## src/rtl/uart_console.sv

```systemverilog
// uart_console: APB write-only printf sink.
// Bytes feed a sim-only line buffer and an 8N1 UART via a TX FIFO.
module uart_console #(
  parameter logic [31:0] CONSOLE_ADDR = 32'h1000_0000,
  parameter int CLKS_PER_BIT = 16,
  parameter int FIFO_DEPTH = 16,
  parameter int LINE_LEN = 128,
  parameter int IDLE_FLUSH = 8
) (
  input  logic        clk_i,
  input  logic        rst_i,
  input  logic        psel_i,
  input  logic        penable_i,
  input  logic        pwrite_i,
  input  logic [31:0] paddr_i,
  input  logic [31:0] pwdata_i,
  output logic        pready_o,
  output logic        tx_o,
  output logic        overflow_o,
  output logic [31:0] char_cnt_o
);
  localparam int AW = $clog2(FIFO_DEPTH);
  localparam int CW = (CLKS_PER_BIT > 1) ? $clog2(CLKS_PER_BIT) : 1;
  localparam logic [AW:0] FULL_CNT = (AW+1)'(FIFO_DEPTH);
  localparam logic [AW:0] PTR_ONE = (AW+1)'(1);
  localparam logic [CW-1:0] LAST_TICK = CW'(CLKS_PER_BIT - 1);

  typedef enum logic [1:0] {
    S_IDLE,
    S_START,
    S_DATA,
    S_STOP
  } state_e;

  logic       accept;
  logic [7:0] wbyte;
  logic       unused;

  assign accept = psel_i & penable_i & pwrite_i
                & (paddr_i == CONSOLE_ADDR);
  assign wbyte = pwdata_i[7:0];
  assign pready_o = 1'b1;
  assign unused = ^pwdata_i[31:8];

  logic [7:0]  mem [FIFO_DEPTH];
  logic [AW:0] wr_q, rd_q, fill;
  logic        empty, full, push, pop;
  logic [31:0] char_cnt_q;
  logic        ovf_q;

  assign fill = wr_q - rd_q;
  assign empty = (fill == '0);
  assign full = (fill == FULL_CNT);
  // A pop in the same cycle frees the slot the push needs.
  assign push = accept & (~full | pop);
  assign overflow_o = ovf_q;
  assign char_cnt_o = char_cnt_q;

  always_ff @(posedge clk_i) begin
    if (push) mem[wr_q[AW-1:0]] <= wbyte;
  end

  always_ff @(posedge clk_i) begin
    if (rst_i) begin
      wr_q <= '0;
      rd_q <= '0;
      char_cnt_q <= '0;
      ovf_q <= 1'b0;
    end else begin
      if (push) wr_q <= wr_q + PTR_ONE;
      if (pop) rd_q <= rd_q + PTR_ONE;
      if (accept) char_cnt_q <= char_cnt_q + 32'd1;
      if (accept & ~push) ovf_q <= 1'b1;
    end
  end

  state_e        state_q, state_d;
  logic [CW-1:0] cnt_q;
  logic [2:0]    bit_q;
  logic [7:0]    shift_q;
  logic          tick;

  assign tick = (cnt_q == LAST_TICK);

  always_comb begin
    state_d = state_q;
    pop = 1'b0;
    unique case (state_q)
      S_IDLE: begin
        if (!empty) begin
          pop = 1'b1;
          state_d = S_START;
        end
      end
      S_START: if (tick) state_d = S_DATA;
      S_DATA: if (tick && bit_q == 3'd7) state_d = S_STOP;
      S_STOP: begin
        // Chain straight into the next frame: no idle gap.
        if (tick) begin
          if (!empty) begin
            pop = 1'b1;
            state_d = S_START;
          end else begin
            state_d = S_IDLE;
          end
        end
      end
      default: state_d = S_IDLE;
    endcase
  end

  always_ff @(posedge clk_i) begin
    if (rst_i) begin
      state_q <= S_IDLE;
      cnt_q <= '0;
      bit_q <= '0;
      shift_q <= 8'hFF;
    end else begin
      state_q <= state_d;
      if (pop) begin
        shift_q <= mem[rd_q[AW-1:0]];
        cnt_q <= '0;
        bit_q <= '0;
      end else if (state_q != S_IDLE) begin
        cnt_q <= tick ? '0 : cnt_q + 1'b1;
        if (state_q == S_DATA && tick) begin
          shift_q <= {1'b1, shift_q[7:1]};
          bit_q <= bit_q + 3'd1;
        end
      end
    end
  end

  always_comb begin
    unique case (state_q)
      S_START: tx_o = 1'b0;
      S_DATA:  tx_o = shift_q[0];
      default: tx_o = 1'b1;
    endcase
  end

`ifndef SYNTHESIS
  string line_q;
  string line_app;
  string last_line;
  int    idle_q;
  int    print_cnt;
  logic  unused_sim;

  assign unused_sim = (last_line.len() != 0);

  always_comb line_app = $sformatf("%s%c", line_q, wbyte);

  always_ff @(posedge clk_i) begin
    if (rst_i) begin
      line_q <= "";
      idle_q <= 0;
    end else if (accept) begin
      idle_q <= 0;
      if (wbyte == 8'h0A) begin
        $display("[uart_console] %s", line_q);
        print_cnt <= print_cnt + 1;
        last_line <= line_q;
        line_q <= "";
      end else if (wbyte != 8'h0D) begin
        if (line_app.len() >= LINE_LEN) begin
          $display("[uart_console] %s", line_app);
          print_cnt <= print_cnt + 1;
          last_line <= line_app;
          line_q <= "";
        end else begin
          line_q <= line_app;
        end
      end
    end else if (line_q.len() != 0) begin
      if (idle_q == IDLE_FLUSH - 1) begin
        $display("[uart_console] %s", line_q);
        print_cnt <= print_cnt + 1;
        last_line <= line_q;
        line_q <= "";
        idle_q <= 0;
      end else begin
        idle_q <= idle_q + 1;
      end
    end else begin
      idle_q <= 0;
    end
  end
`endif

endmodule

```

## config.mk

```make
export PLATFORM = sky130hd
export DESIGN_NAME = uart_console
export DESIGN_NICKNAME = d
export VERILOG_FILES = /design/src/rtl/uart_console.sv
export SDC_FILE = /design/constraint.sdc
export NUM_CORES = 1
export LEC_CHECK = 0
export ABC_AREA = 0
export CELL_PAD_IN_SITES_DETAIL_PLACEMENT = 1
export CELL_PAD_IN_SITES_GLOBAL_PLACEMENT = 2
export CORE_MARGIN = 8
export CORE_UTILIZATION = 41
export CTS_BUF_LIST = sky130_fd_sc_hd__clkbuf_4
export DETAILED_ROUTE_END_ITERATION = 8
export PLACE_DENSITY = 0.8
export SYNTH_ARGS = -nofsm -noshare
export SYNTH_HDL_FRONTEND = slang
export SYNTH_SLANG_ARGS = --single-unit
```

## constraint.sdc

```tcl
create_clock -name clk_i -period 4.6 [get_ports clk_i]
set_input_delay 1.38 -clock clk_i [delete_from_list [all_inputs] [get_ports clk_i]]
set_output_delay 1.38 -clock clk_i [all_outputs]
set_load 0.005 [all_outputs]
```

Word-level counts from Yosys, hierarchy flattened. Memory sizes are Yosys's and may differ from the RTL's. A register that Yosys moved wholly into a read port is not among the register bits. Cells that the tools add are included.

Bits in writable memories: 128. Input bits: 69. Memories kept: 1. Flip-flop bits (word level): 60.

Bitwise operators: 8. Muxes and demuxes: 18. Reductions and logical operators: 11. Eq/ne operators: 11. $add $sub $neg: 6.

Memory list: mem (words 16, bits a word 8, rd ports 1, clocked after Yosys merged registers in 1, wr ports 1, RTL line 45) `logic [7:0] mem [FIFO_DEPTH];`.

Operator list (number): $add A32 B1 Y32 const B (1); $eq A32 B29 Y1 const B (1); $mux W8 (3); $mux W4 (3); $add A5 B1 Y5 const B (2); $mux W2 (4); $ne A2 B2 Y1 const B (4); $pmux W2 S4 (1); $reduce_bool A2 Y1 (3); $and A1 B1 Y1 (5); $eq A5 B5 Y1 const B (1); $logic_not A5 Y1 (1); $mux W1 (5); $sub A5 B5 Y5 (1); $add A4 B1 Y4 const B (1); $eq A2 B2 Y1 const B (2); $eq A4 B4 Y1 const B (1); $pmux W1 S2 (2); $reduce_and A2 Y1 (2); $reduce_and A4 Y1 (1); $add A3 B1 Y3 const B (1); $eq A3 B3 Y1 const B (1); $eq A2 B1 Y1 const B (1); $logic_and A1 B1 Y1 (2); 4 further kinds (5).

Logic depth before layout (Yosys ltp). Gate-level depths: netlist (run 1).

Word-level depth: 9. Mapped depth: 10.

Least setup slack after synthesis (run 1). Ideal clock, no wire load.

Path kind: input-to-reg. Start: input port paddr_i[11]. End: memory mem[11][0] (enable). Stages: 7. Arrival: 3.372 ns. Path slack: 0.844 ns. Required time: 4.217 ns. Setup time: 0.383 ns. Cells stage by stage: nor4_1 -> nand4_1 -> or3_1 -> a31oi_4 -> buf_2 -> nand2_1 -> nor3_1.

Cells in the longest elaborated chain, start to end: 5.

RTL lines: from (decl) (RTL line 15) `input logic [31:0] paddr_i,`; $eq A32 B29 Y1 (RTL line 40) `& (paddr_i == CONSOLE_ADDR);`; $and A1 B1 Y1 (RTL line 40); $and A1 B1 Y1 (RTL line 55) `assign push = accept & (~full | pop);`; $mux W1 (RTL line 60) `if (push) mem[wr_q[AW-1:0]] <= wbyte;`; $mux W1 (not written as such) (RTL line 60); to (decl) (RTL line 45).

Every way passes these cells.

Worst setup path in the final report (run 1).
Start: input port paddr_i[11]. End: memory mem[5][6] (enable).

Same word-level chain as after synthesis.

==> impl_metrics.env, run 1 <==
export IMPL_outcome="completed"
export IMPL_yosysTopAreaCellShare_pct=46.93
export IMPL_globalplace_congestion=0.7496
export IMPL_io_buffers=78
export IMPL_vias=4927
export IMPL_power_switching_mw=1.130
export IMPL_synth_edff_count=128
export IMPL_synth_most_common_cell="edfxtp_1"
export IMPL_arrival_ns=3.86
export IMPL_drc=0
export IMPL_cp_required_ns=4.84
export IMPL_grt_pass1_wl_um=29250
export IMPL_worstMarginPinSlew_ns=0.8593
export IMPL_timing_final_crit_share_pct=78.53
export IMPL_synthArstFlopShare_pct=0
export IMPL_avgRoutedWirePerCell_um=20.04
export IMPL_drt_iter0_markers=256
export IMPL_cts_buffers=17
export IMPL_area_delta_synth_final_pct=16.88
export IMPL_slew_headroom_pct=42.72
export IMPL_powerDensity_mw_per_mm2=383.8
export IMPL_critical_path_peak_fanout=15
export IMPL_internal_power_mw=2.544
export IMPL_ys_types=54
export IMPL_cts_resized=0
export IMPL_reg2reg_to="mem[5][6]"
export IMPL_synth_seq_cells=192
export IMPL_die_area_mm2=0.02476
export IMPL_clk_latency_ns=0.60
export IMPL_grt_pass1_vias=5299
export IMPL_ir_drop_uv=209.5
export IMPL_slew_viol_final=0
export IMPL_synth_top_area_cell="edfxtp_1"
export IMPL_endpoint_kind="flip-flop"
export IMPL_routed_via_density=5.350
export IMPL_drt_first_pass_iters=4
export IMPL_p_leak_nw=3.165
export IMPL_power_frac_seq_pct=53.9
export IMPL_setup_tns_ns=0
export IMPL_fin_ws_ns=0.9874
export IMPL_hold_depth=2
export IMPL_root_buffer="clkbuf_4"
export IMPL_power_mw=3.674
export IMPL_clkPwrFrac_pct=25.5
export IMPL_tritoncts="yes"
export IMPL_rsz0062_at_grt="false"
export IMPL_reg2reg_from="wr_q[2]"
export IMPL_avgSynthCellArea_um2=14.65
export IMPL_cts_hold_buf=0
export IMPL_fin_util_pct=49.03
export IMPL_wl_um=18460
export IMPL_die_h_um=157.3
export IMPL_max_freq_ghz=0.2768
export IMPL_n_fill_cell=1985
export IMPL_path_delay_family="simple AND/OR/NAND/NOR gates"
export IMPL_timing_critical_path_buf_inv=1
export IMPL_critical_path_class="in2reg"
export IMPL_clockBufferDepth=2
export IMPL_drive_above_1_share_pct=16.64
export IMPL_setup_viol=0
export IMPL_clock_skew_ns=0.01761
export IMPL_core_mm2=0.01953
export IMPL_start_util_pct=41.95
export IMPL_dp_hpwl_um=13460
export IMPL_hold_path_startpoint="overflow_o"
export IMPL_grt_max_degree=37
export IMPL_whs_endpoint="overflow_o"
export IMPL_cap_violations=0
export IMPL_synth_net_count=645
export IMPL_netlist_top_cells_area="edfxtp_1 47%, dfxtp_1 16%, mux4_2 11%"
export IMPL_ff2ff_setup_slack_ns=1.40
export IMPL_pwr_share_comb_pct=20.6
export IMPL_place_area_mm2=0.009260
export IMPL_syn_instance_count=559
export IMPL_synth_common_cells="128 x edfxtp_1, 64 x dfxtp_1, 44 x nor2_1"
export IMPL_place_ws_ns=0.3593
export IMPL_track_usage_pct=15.54
export IMPL_antenna_found_initial=1
export IMPL_finalNetCount=728
export IMPL_hold_viol=0
export IMPL_cp_slowest_cell="and3_1"
export IMPL_period_needed_ns=3.613
export IMPL_cts_max_level=4
export IMPL_ios=104
export IMPL_grt_ovfl_total=0
export IMPL_max_stage_delay_ns=0.63
export IMPL_clock_sinks=192
export IMPL_chipWidth_um=157.3
export IMPL_cts_clk_slew_worst_paths_ns=0.17
export IMPL_synth_warnings=0
export IMPL_syn_area_mm2=0.008190
export IMPL_hold_path_class="reg2reg"
export IMPL_rr_worst_depth=6
export IMPL_power_share_switching_pct=30.76
export IMPL_ant_nets=0
export IMPL_fin_area_mm2=0.009573
export IMPL_row_count=51
export IMPL_cp_cell_sequence="clkdlybuf4s50_1 -> nor4_1 -> nand4_1 -> or3_1 -> a31oi_4 -> and3_1"
export IMPL_post_cts_setup_buffers=0
export IMPL_cp_start_kind="input port"
export IMPL_seq_area_frac_synth_pct=62.57
export IMPL_synth_ff_type="edfxtp_1"
-- how the worst max path moves through the flow --
stage / startpoint / end / slack, ns / cells past startpoint
floorplan: paddr_i[11] / mem[11][0] / 0.84 / 7
global placement: paddr_i[8] / mem[5][2] / 0.46 / 6
detailed placement: paddr_i[8] / mem[5][2] / 0.36 / 6
CTS: state_q[0] / tx_o / 0.98 / 4
global route: paddr_i[8] / mem[5][6] / 0.85 / 6
finish: paddr_i[11] / mem[5][6] / 0.99 / 6
-- state kept, by name (all words and copies together) (netlist names), named ones only --
register / count
bit_q: 3
char_cnt_o: 32
cnt_q: 4
mem: 128
overflow_o: 1
rd_q: 5
shift_q: 8
state_q: 2
wr_q: 5
-- per-stage QoR --
step	hold WS [ns]	instances
floorplan	0.4647	559
global placement	0.4686	888
detailed placement	0.4796	888
CTS	0.5170	920
global route	0.5582	921
finish	0.5142	921
-- worst reg2reg max path, stage by stage (launching register included) --
cell	delay, ns
dfxtp_1	0.63
ha_1	0.36
o21a_1	0.19
o31a_1	0.13
or3b_2	0.52
a31oi_4	0.41
and3_1	0.63
-- cells in the final DEF, fill, tap and decap left out, drive strengths merged, types with 2 or more instances in the layout --
| cell type | synthesis | final |
|---|---|---|
| mux4 | 40 | 40 |
| nor2b | 6 | 6 |
| nand2 | 16 | 16 |
| mux2 | 6 | 6 |
| nor4 | 8 | 8 |
| and3 | 22 | 22 |
| a41oi | 2 | 2 |
| a21o | 5 | 5 |
| clkinv | 0 | 8 |
| o21bai | 3 | 3 |
| nand3 | 19 | 19 |
| a31oi | 2 | 2 |
| o21ba | 2 | 2 |
| edfxtp | 128 | 128 |
| mux2i | 15 | 15 |
| o21ai | 8 | 8 |
| ha | 17 | 17 |
| a21oi | 15 | 15 |
| or3 | 7 | 7 |
| clkbuf | 15 | 17 |
| xnor2 | 8 | 8 |
| a311oi | 2 | 2 |
| nor3 | 13 | 13 |
| xor2 | 25 | 25 |
| nor2 | 44 | 44 |
| nand4 | 12 | 12 |
| and4 | 3 | 3 |
| and2 | 7 | 7 |
| buf | 12 | 14 |
| nand2b | 9 | 9 |
| clkdlybuf4s50 | 0 | 77 |
| dfxtp | 64 | 64 |
| inv | 13 | 20 |
-- cells by family after synthesis --
logic type               after synthesis  share of synthesized area, %
buffers and inverters                 40                         2.276
other                                  1                       0.04579
flip-flops                           192                         62.57
adder cells (fa/ha/maj)               17                         2.597
multiplexers                          61                         13.66
AO/OA/AOI/OAI                         44                         3.896
AND/OR/NAND/NOR                      171                         11.43
XOR/XNOR                              33                         3.529
-- power groups by stage --
stage / Combinational, mW / Clock, mW / Sequential, mW
floorplan: 0.649 / 0 / 1.96
finish: 0.756 / 0.937 / 1.98
global placement: 0.727 / 0 / 2.02
CTS: 0.767 / 0.972 / 1.99
global route: 0.821 / 1.03 / 2.00
detailed placement: 0.763 / 0 / 2.02
-- per-layer routing --
metal,wire length [um],vias to the layer above,global-route usage (%)
li1,-,2290,-
met1,7720,2537,18.57
met2,9783,83,27.34
met3,759,17,3.400
met4,195,0,5.032
met5,0,-,0
-- area by class of cell --
class / count / area, um2 / share of cell area (%)
Sequential cell: 192 / 5127 / 53.56
Multi-Input combinational cell: 327 / 2879 / 30.07
Timing Repair Buffer: 91 / 873.3 / 9.123
Tap cell: 265 / 331.6 / 3.464
Clock inverter: 15 / 182.7 / 1.908
Clock buffer: 17 / 127.6 / 1.333
Inverter: 13 / 48.80 / 0.5097
Antenna cell: 1 / 2.502 / 0.02614
Note: power is estimated with default switching activity, not from simulation.
==> inputs of run 2 (changes only) <==
==> constraint.sdc (replaced) <==
create_clock -name clk_i -period 3.35 [get_ports clk_i]
set_input_delay 1.005 -clock clk_i [delete_from_list [all_inputs] [get_ports clk_i]]
set_output_delay 1.005 -clock clk_i [all_outputs]
set_load 0.005 [all_outputs]
==> run 2 against run 1 <==
Critical path depth fell by 2. Clock skew rose by 0.0096 ns. Clock power rose by 32%. Non-clock buffer count rose by 16. Global-route usage fell by 0.29 points. Setup slack got worse by 0.77 ns. Via count fell by 0.39%. Flip-flop and latch count did not move. Critical endpoint is now tx_o.
==> impl_metrics.env, run 2 (synthesis gave the netlist of run 1 again) <==
export IMPL_die_area_mm2=0.02476
export IMPL_ff2ff_setup_slack_ns=0.23
export IMPL_finalNetCount=744
export IMPL_track_usage_pct=15.25
export IMPL_endpoint_kind="output port"
export IMPL_worstMarginPinSlew_ns=0.6758
export IMPL_tritoncts="yes"
export IMPL_setup_viol=0
export IMPL_cts_hold_buf=0
export IMPL_power_mw=5.009
export IMPL_dp_cells=904
export IMPL_final_cell_mix="128 x edfxtp_1, 77 x clkdlybuf4s50_1, 63 x dfxtp_1, 44 x nor2_1, 40 x mux4_2"
export IMPL_io_buffers=78
export IMPL_grt_pass1_wl_um=28970
export IMPL_timing_critical_path_buf_inv=2
export IMPL_routed_via_density=5.232
export IMPL_period_needed_ns=3.135
export IMPL_core_mm2=0.01953
export IMPL_slew_viol_final=0
export IMPL_p_leak_nw=3.257
export IMPL_hold_depth=2
export IMPL_root_buffer="clkbuf_4"
export IMPL_max_freq_ghz=0.3190
export IMPL_place_ws_ns=-0.3443
export IMPL_cap_violations=0
export IMPL_cp_num_cells=4
export IMPL_ant_nets=0
export IMPL_layout_cells_non_filler=938
export IMPL_chipWidth_um=157.3
export IMPL_cp_required_ns=2.34
export IMPL_row_count=51
export IMPL_clockBufferDepth=2
export IMPL_clock_sinks=192
export IMPL_arrival_ns=2.13
export IMPL_hold_viol=0
export IMPL_avgRoutedWirePerCell_um=19.34
export IMPL_clock_skew_ns=0.02725
export IMPL_critical_path_peak_fanout=7
export IMPL_dp_hpwl_um=13660
export IMPL_largest_register_ffs=128
export IMPL_ir_drop_uv=225.7
export IMPL_wl_um=18150
export IMPL_slew_headroom_pct=54.95
export IMPL_cp_slowest_cell="clkdlybuf4s50_1"
export IMPL_post_cts_setup_buffers=0
export IMPL_drc=0
export IMPL_cp_start_kind="flip-flop"
export IMPL_outcome="completed"
export IMPL_cp_cell_sequence="inv_1 -> ha_1 -> mux2i_1 -> clkdlybuf4s50_1"
export IMPL_cts_clk_slew_worst_paths_ns=0.16
export IMPL_grt_max_degree=38
export IMPL_grt_ovfl_total=0
export IMPL_start_util_pct=41.95
export IMPL_max_stage_delay_ns=0.54
export IMPL_ios=104
export IMPL_cts_resized=0
export IMPL_clk_latency_ns=0.56
export IMPL_antenna_found_initial=1
export IMPL_vias=4908
export IMPL_rsz0062_at_grt="false"
export IMPL_timing_final_crit_share_pct=93.57
export IMPL_drt_iter0_markers=222
export IMPL_die_h_um=157.3
export IMPL_drt_first_pass_iters=4
export IMPL_layout_commonest_cell="edfxtp_1"
export IMPL_powerDensity_mw_per_mm2=512.2
export IMPL_path_delay_family="buffers and inverters"
export IMPL_globalplace_congestion=0.7476
export IMPL_hold_path_class="reg2reg"
export IMPL_cts_max_level=4
export IMPL_grt_pass1_vias=5349
export IMPL_drive_above_1_share_pct=18.33
export IMPL_area_delta_synth_final_pct=19.40
export IMPL_n_fill_cell=1987
export IMPL_rr_worst_depth=8
export IMPL_critical_path_class="reg2out"
export IMPL_fin_ws_ns=0.2153
export IMPL_cts_buffers=17
-- run 2: changes by cell type in the layout (fill, tap and decap cells not counted), sizes merged --
cell,change
buf,+16
clkinv,-3
clkinvlp,+2
clkbuf,+1
diode,+1
-- run 2: layout make-up --
class	instances	area (um2)	area share [%]
Sequential cell	192	5126	52.42
Multi-Input combinational cell	327	2879	29.44
Timing Repair Buffer	107	1094	11.18
Tap cell	265	331.6	3.390
Clock inverter	14	160.2	1.638
Clock buffer	18	135.1	1.382
Inverter	13	48.80	0.4990
Antenna cell	2	5.005	0.05118
-- run 2: metrics by stage --
step / cell area [um2] / TNS (ns) / utilization [%] / hold slack, ns
detailed placement: 9479 / -19.99 / 48.55 / 0.4816
finish: 9779 / 0 / 50.08 / 0.5045
global placement: 9479 / -13.14 / 48.55 / 0.4762
floorplan: 8190 / -1.964 / - / 0.4647
CTS: 9774 / 0 / 50.06 / 0.5166
global route: 9779 / 0 / 50.08 / 0.5426
-- run 2: worst paths after layout --
path | start | to
min | overflow_o | overflow_o
min reg2reg | overflow_o | overflow_o
max | state_q[0] | tx_o
max reg2reg | wr_q[2] | mem[0][0]
-- run 2: worst register-to-register path: stages, from the launching register on --
cell and delay [ns]:
dfxtp_1 0.64, ha_1 0.34, o21a_1 0.18, o31a_1 0.13
or3b_2 0.53, a31oi_4 0.35, nand2_1 0.12, nor3_1 0.29
buf_4 0.25
-- run 2: layer usage --
| metal | global-route usage [%] | share of wire, % | routed length [um] | vias up |
|---|---|---|---|---|
| li1 | - | - | - | 2322 |
| met1 | 18.99 | 43 | 7889 | 2504 |
| met2 | 26.40 | 52 | 9459 | 70 |
| met3 | 3.482 | 3.4 | 622 | 12 |
| met4 | 3.672 | 0.95 | 172 | 0 |
| met5 | 0 | 0 | 0 | - |
-- run 2: report_power, final --
part / internal [mW] / leakage (nW) / switching, mW / total [mW]
Sequential: 2.60 / 1.67 / 0.0699 / 2.67
Combinational: 0.543 / 1.44 / 0.558 / 1.10
Clock: 0.356 / 0.153 / 0.880 / 1.24
Total: 3.50 / 3.26 / 1.51 / 5.01
